[src/rtl/uart_arb_pkg.sv]
// Shared types and helpers for the UART transmit arbiter and its serializer.
package uart_arb_pkg;

  typedef enum logic {ARB_IDLE, ARB_LOCKED} arb_state_t;
  typedef enum logic [1:0] {TX_IDLE, TX_START, TX_DATA, TX_STOP} tx_state_t;

  localparam int UART_FRAME_BITS = 10;

  function automatic int clks_per_bit(input int clk_hz, input int baud);
    return clk_hz / baud;
  endfunction

endpackage

[src/rtl/uart_tx_serializer.sv]
// 8N1 serializer: start bit, 8 data bits LSB first, stop bit, CLKS_PER_BIT cycles each.
module uart_tx_serializer
  import uart_arb_pkg::*;
#(
  parameter int CLKS_PER_BIT = 10
) (
  input  logic       clk,
  input  logic       reset,
  input  logic       load,
  input  logic [7:0] data,
  output logic       ready,
  output logic       txd,
  output logic       busy
);

  localparam int CW = $clog2(CLKS_PER_BIT);
  localparam logic [2:0] LAST_BIT = 3'(UART_FRAME_BITS - 3);

  tx_state_t      state, state_n;
  logic [CW-1:0]  baud_cnt;
  logic [2:0]     bit_cnt;
  logic [7:0]     shreg;
  logic           bit_end;

  assign bit_end = (baud_cnt == CW'(CLKS_PER_BIT - 1));
  assign ready   = (state == TX_IDLE);
  assign busy    = (state != TX_IDLE);

  always_ff @(posedge clk) begin
    if (reset) state <= TX_IDLE;
    else       state <= state_n;
  end

  always_comb begin
    state_n = state;
    case (state)
      TX_IDLE:  if (load) state_n = TX_START;
      TX_START: if (bit_end) state_n = TX_DATA;
      TX_DATA:  if (bit_end && bit_cnt == LAST_BIT) state_n = TX_STOP;
      TX_STOP:  if (bit_end) state_n = TX_IDLE;
      default:  state_n = TX_IDLE;
    endcase
  end

  // txd is registered and updated on each bit boundary so the line never glitches.
  always_ff @(posedge clk) begin
    if (reset) begin
      baud_cnt <= '0;
      bit_cnt  <= '0;
      shreg    <= '0;
      txd      <= 1'b1;
    end else begin
      case (state)
        TX_IDLE: begin
          baud_cnt <= '0;
          if (load) begin
            shreg <= data;
            txd   <= 1'b0;
          end
        end
        TX_START: begin
          if (bit_end) begin
            baud_cnt <= '0;
            txd      <= shreg[0];
          end else baud_cnt <= baud_cnt + 1'b1;
        end
        TX_DATA: begin
          if (bit_end) begin
            baud_cnt <= '0;
            bit_cnt  <= bit_cnt + 1'b1;
            if (bit_cnt == LAST_BIT) txd <= 1'b1;
            else begin
              txd   <= shreg[1];
              shreg <= shreg >> 1;
            end
          end else baud_cnt <= baud_cnt + 1'b1;
        end
        TX_STOP: begin
          if (bit_end) baud_cnt <= '0;
          else         baud_cnt <= baud_cnt + 1'b1;
        end
        default: baud_cnt <= '0;
      endcase
    end
  end

endmodule

[src/rtl/uart_tx_arbiter.sv]
// Round-robin, packet-locking arbiter sharing one UART TXD between NUM_REQ byte streams.
module uart_tx_arbiter
  import uart_arb_pkg::*;
#(
  parameter int NUM_REQ      = 4,
  parameter int CLK_HZ       = 100_000_000,
  parameter int BAUD         = 115200,
  parameter int LOCK_TIMEOUT = 1_000_000
) (
  input  logic                       clk,
  input  logic                       reset,
  input  logic [NUM_REQ-1:0]         req_valid,
  input  logic [NUM_REQ-1:0][7:0]    req_data,
  input  logic [NUM_REQ-1:0]         req_last,
  output logic [NUM_REQ-1:0]         req_ready,
  output logic                       uart_txd,
  output logic                       grant_valid,
  output logic [$clog2(NUM_REQ)-1:0] grant_id,
  output logic                       busy
);

  localparam int IW  = $clog2(NUM_REQ);
  localparam int CPB = clks_per_bit(CLK_HZ, BAUD);

  arb_state_t     arb, arb_n;
  logic [IW-1:0]  rr_ptr, rr_n, gid_n, pick_id, next_ptr, cand;
  logic [31:0]    stall_cnt, stall_n;
  logic           pick_found, tx_ready, accept, stall, timeout;

  assign grant_valid = (arb == ARB_LOCKED);
  assign accept      = grant_valid && req_valid[grant_id] && tx_ready;
  assign stall       = grant_valid && !req_valid[grant_id] && tx_ready;
  assign timeout     = (LOCK_TIMEOUT != 0) && stall && (stall_cnt == 32'(LOCK_TIMEOUT - 1));
  assign next_ptr    = (grant_id == IW'(NUM_REQ - 1)) ? '0 : grant_id + 1'b1;

  // Scan downward so the lowest offset from rr_ptr is the one left standing.
  always_comb begin
    pick_found = 1'b0;
    pick_id    = '0;
    cand       = '0;
    for (int k = NUM_REQ - 1; k >= 0; k--) begin
      cand = IW'((int'(rr_ptr) + k) % NUM_REQ);
      if (req_valid[cand]) begin
        pick_found = 1'b1;
        pick_id    = cand;
      end
    end
  end

  always_comb begin
    req_ready = '0;
    if (grant_valid) req_ready[grant_id] = tx_ready;
  end

  always_ff @(posedge clk) begin
    if (reset) begin
      arb       <= ARB_IDLE;
      grant_id  <= '0;
      rr_ptr    <= '0;
      stall_cnt <= '0;
    end else begin
      arb       <= arb_n;
      grant_id  <= gid_n;
      rr_ptr    <= rr_n;
      stall_cnt <= stall_n;
    end
  end

  always_comb begin
    arb_n   = arb;
    gid_n   = grant_id;
    rr_n    = rr_ptr;
    stall_n = stall_cnt;
    case (arb)
      ARB_IDLE: begin
        stall_n = '0;
        if (pick_found) begin
          arb_n = ARB_LOCKED;
          gid_n = pick_id;
        end
      end
      ARB_LOCKED: begin
        if (accept)     stall_n = '0;
        else if (stall) stall_n = stall_cnt + 32'd1;
        // A timeout releases exactly like a last byte, but nothing is sent.
        if ((accept && req_last[grant_id]) || timeout) begin
          arb_n   = ARB_IDLE;
          rr_n    = next_ptr;
          stall_n = '0;
        end
      end
      default: arb_n = ARB_IDLE;
    endcase
  end

  uart_tx_serializer #(.CLKS_PER_BIT(CPB)) u_ser (
    .clk   (clk),
    .reset (reset),
    .load  (accept),
    .data  (req_data[grant_id]),
    .ready (tx_ready),
    .txd   (uart_txd),
    .busy  (busy)
  );

endmodule
[config.mk]
export PLATFORM = sky130hd
export DESIGN_NAME = uart_tx_arbiter
export DESIGN_NICKNAME = d
export VERILOG_FILES = /design/src/rtl/uart_arb_pkg.sv /design/src/rtl/uart_tx_serializer.sv /design/src/rtl/uart_tx_arbiter.sv
export SDC_FILE = /design/constraint.sdc
export NUM_CORES = 1
export LEC_CHECK = 0
export ABC_CLOCK_PERIOD_IN_PS = 3400
export CELL_PAD_IN_SITES_DETAIL_PLACEMENT = 1
export CELL_PAD_IN_SITES_GLOBAL_PLACEMENT = 2
export CORE_ASPECT_RATIO = 1.5
export CORE_MARGIN = 1.5
export CORE_UTILIZATION = 36
export CTS_CLUSTER_SIZE = 14
export DETAILED_ROUTE_END_ITERATION = 10
export GPL_ROUTABILITY_DRIVEN = 0
export GPL_TIMING_DRIVEN = 0
export PLACE_DENSITY = 0.95
export SLEW_MARGIN = 40
export SYNTH_ARGS = -nofsm -noshare
export SYNTH_HDL_FRONTEND = slang
export SYNTH_HIERARCHICAL = 1
export SYNTH_SLANG_ARGS = --single-unit
export TNS_END_PERCENT = 30
[constraint.sdc]
create_clock -name clk -period 3.4 [get_ports clk]
set_input_delay 0.68 -clock clk [delete_from_list [all_inputs] [get_ports clk]]
set_output_delay 0.68 -clock clk [all_outputs]
set_load 0.02 [all_outputs]
==> flow_metrics.env <==
export IMPL_status="completed"
export IMPL_multi_input_area_um2=2087
export IMPL_final_cell_mix="61 x dfxtp_1, 50 x nor2_1, 49 x clkdlybuf4s50_1"
export IMPL_max_slew_margin_rel_pct=47.95
export IMPL_seqCellArea_um2=1221
export IMPL_cp_arrival_ns=2.41
export IMPL_critPathTopFamily="buffers and inverters"
export IMPL_period_share_pct=90.85
export IMPL_crit_buf_inv=3
export IMPL_first_global_vias=3316
export IMPL_ir_worst_vdd_mv=0.3151
export IMPL_maxCapViolCount=0
export IMPL_power_density_nw_per_um2=544.0
export IMPL_setup_tns_ns=0
export IMPL_crit_fanout=10
export IMPL_async_flop_share_pct=0
export IMPL_drt_pass1_iterations=4
export IMPL_cp_slowest_stage_delay_ns=0.54
export IMPL_num_io_pins=51
export IMPL_slew_violations=0
export IMPL_drc=0
export IMPL_grt_pass1_wl_um=16150
export IMPL_cts_buffer_depth=2
export IMPL_end_kind="primary output"
export IMPL_postCtsSetupBuffers=0
export IMPL_required_ns=2.72
export IMPL_hold_class="register to register"
export IMPL_clockRootBuffer="clkbuf_16"
export IMPL_viasPerCell=5.562
export IMPL_fin_crit_ns=3.089
export IMPL_critPathLaunchType="register"
export IMPL_cts_tree="built"
export IMPL_max_freq_mhz=323.7
export IMPL_worst_pin_slew_ns=0.7706
export IMPL_htree_num_levels=3
export IMPL_fin_worst_skew_ns=0.009832
export IMPL_numCtsBuffers=9
export IMPL_antenna_found_initial=0
export IMPL_setup_viol_count_final=0
export IMPL_clkLatencyLatePin_ns=0.33
export IMPL_drive_above_1_share_pct=9.071
export IMPL_post_cts_resized=1
export IMPL_seq_area_frac_synth_pct=35.13
export IMPL_finalHoldViolations=0
export IMPL_p_leak_nw=1.515
export IMPL_netlist_instances=390
export IMPL_start_util_pct=37.34
export IMPL_overflow=0
export IMPL_layout_commonest_cell="dfxtp_1"
export IMPL_wirelength_um=9752
export IMPL_synth_nets=446
export IMPL_die_y_um=123.3
export IMPL_criticalPathCategory="register to primary output"
export IMPL_drt_iter0_markers=120
export IMPL_final_fill_count=1105
export IMPL_route_vias_total=3137
export IMPL_holdBufCountCts=0
export IMPL_avgSynthCellArea_um2=8.912
export IMPL_reg2reg_setup_slack_ns=0.54
export IMPL_rsz0062_at_grt="false"
export IMPL_numClockSinks=61
export IMPL_synth_cell_area_um2=3476
export IMPL_grt_max_degree=11
export IMPL_antennaDiodeCount=0
export IMPL_dp_hpwl_um=7486
export IMPL_dieArea_um2=10270
export IMPL_ys_flop_type="dfxtp_1"
export IMPL_synth_distinct_cells=48
export IMPL_worst_path_max_delay_cell="clkdlybuf4s50_1"
export IMPL_fp_row_count=43
export IMPL_ys_ff_latch=61
export IMPL_area_delta_synth_final_pct=25.92
export IMPL_place_inst=551
export IMPL_crit_path_cell_trace="buf_1, inv_1, ha_1, and3_1, clkdlybuf4s50_1"
export IMPL_yosysWarnings=6
export IMPL_io_buffers=49
export IMPL_globalRouteTotalUtil_pct=20.02
export IMPL_num_nets_final=505
export IMPL_synth_edf_count=0
export IMPL_wl_per_cell_um=17.29
export IMPL_fin_cells=564
export IMPL_ant_nets=0
export IMPL_die_width_um=83.23
export IMPL_core_um2=9308
export IMPL_cts_reportedPaths_clkPinSlew_ns=0.06
## worst reg2reg max path, delay by kind of cell (launching register included)
family / cells / cell delay, ns
simple gates: 5 / 1.37
buf+inv: 4 / 0.80
flops: 1 / 0.35
fa+ha+maj: 1 / 0.24
## cells by family (layout without fill, tap and decap cells)
kind of cell	count (synthesis)	in the layout	share of synthesized area [%]
muxes	20	20	9.359
DFF	61	61	35.13
buffers and inverters	34	96	5.003
adders and majority gates	14	14	5.040
AOI/OAI and AO/OA	52	52	10.26
and+or+nand+nor	175	175	26.64
xor gates and xnor gates	34	34	8.567
## metrics by stage
stage / util, % / power (mW) / instance area, um2 / worst slack [ns] / hold slack, ns
final: 47.02 / 2.381 / 4377 / 0.3111 / 0.4563
after floorplan: - / 1.329 / 3476 / 1.099 / 0.4262
after CTS: 47.00 / 2.419 / 4374 / 0.1380 / 0.4663
after global routing: 47.02 / 2.518 / 4377 / 0.1509 / 0.4779
after global placement: 44.12 / 1.555 / 4106 / 0.2045 / 0.4378
after detailed placement: 44.12 / 1.585 / 4106 / 0.09960 / 0.4552
## metal layers
metal / global-route usage [%] / up-vias / wire (um)
met3: 3.872 / 14 / 354
li1: - / 1513 / -
met4: 7.396 / 0 / 161
met2: 40.09 / 62 / 5517
met1: 20.33 / 1548 / 3719
met5: 0 / - / 0
## worst paths after layout
kind,depth (start not counted),startpoint,endpoint
max,5,grant_id[1]$_SDFFE_PP0P_,req_ready[0]
min,1,u_ser/baud_cnt[0]$_SDFF_PP0_,u_ser/baud_cnt[0]$_SDFF_PP0_
max reg2reg,10,u_ser/state[0]$_SDFFE_PP0P_,stall_cnt[2]$_SDFFE_PP0P_
min reg2reg,1,u_ser/baud_cnt[0]$_SDFF_PP0_,u_ser/baud_cnt[0]$_SDFF_PP0_
## where the power goes
group	internal (mW)	total, mW	switching (mW)
Clock	0.521	0.821	0.300
Combinational	0.325	0.732	0.407
Sequential	0.772	0.827	0.0549
Total	1.62	2.38	0.762
## layout make-up
cell class | count | area share (%)
multi-input cells | 295 | 47.68
clock inverters | 2 | 0.2287
flip-flops and latches | 61 | 27.90
inverters | 14 | 1.201
clock buffers | 12 | 5.860
plain buffers | 19 | 2.716
repair buffers | 49 | 11.21
well taps | 112 | 3.202
## synth_stat cells (all sizes together), types with 2 or more instances
master	number	area (um2)
xor2	16	140.1
or3b	2	20.02
ha	14	175.2
a311oi	8	88.83
nand4	8	50.05
inv	13	48.80
nor3	14	70.07
and2	4	27.53
a21oi	25	125.1
o41ai	4	53.81
mux2i	10	100.1
and4	8	70.07
or3	5	31.28
nand2	24	90.09
and3	14	92.59
nor4	8	50.05
buf	10	73.82
nand2b	7	43.79
or4	2	15.01
nor2	50	187.7
nor2b	3	18.77
dfxtp	61	1221
nand3	19	95.09
xnor2	18	157.7
clkbuf	10	47.54
o21ai	10	50.05
nor4bb	2	20.02
mux4	10	225.2
## sequential cells by signal, indices dropped and copies added (netlist names)
name            cells
u_ser/bit_cnt       3
u_ser/shreg         8
stall_cnt          32
u_ser/txd           1
u_ser/baud_cnt     10
rr_ptr              2
grant_valid         1
grant_id            2
u_ser/state         2
(Power assumes the default switching activity.)
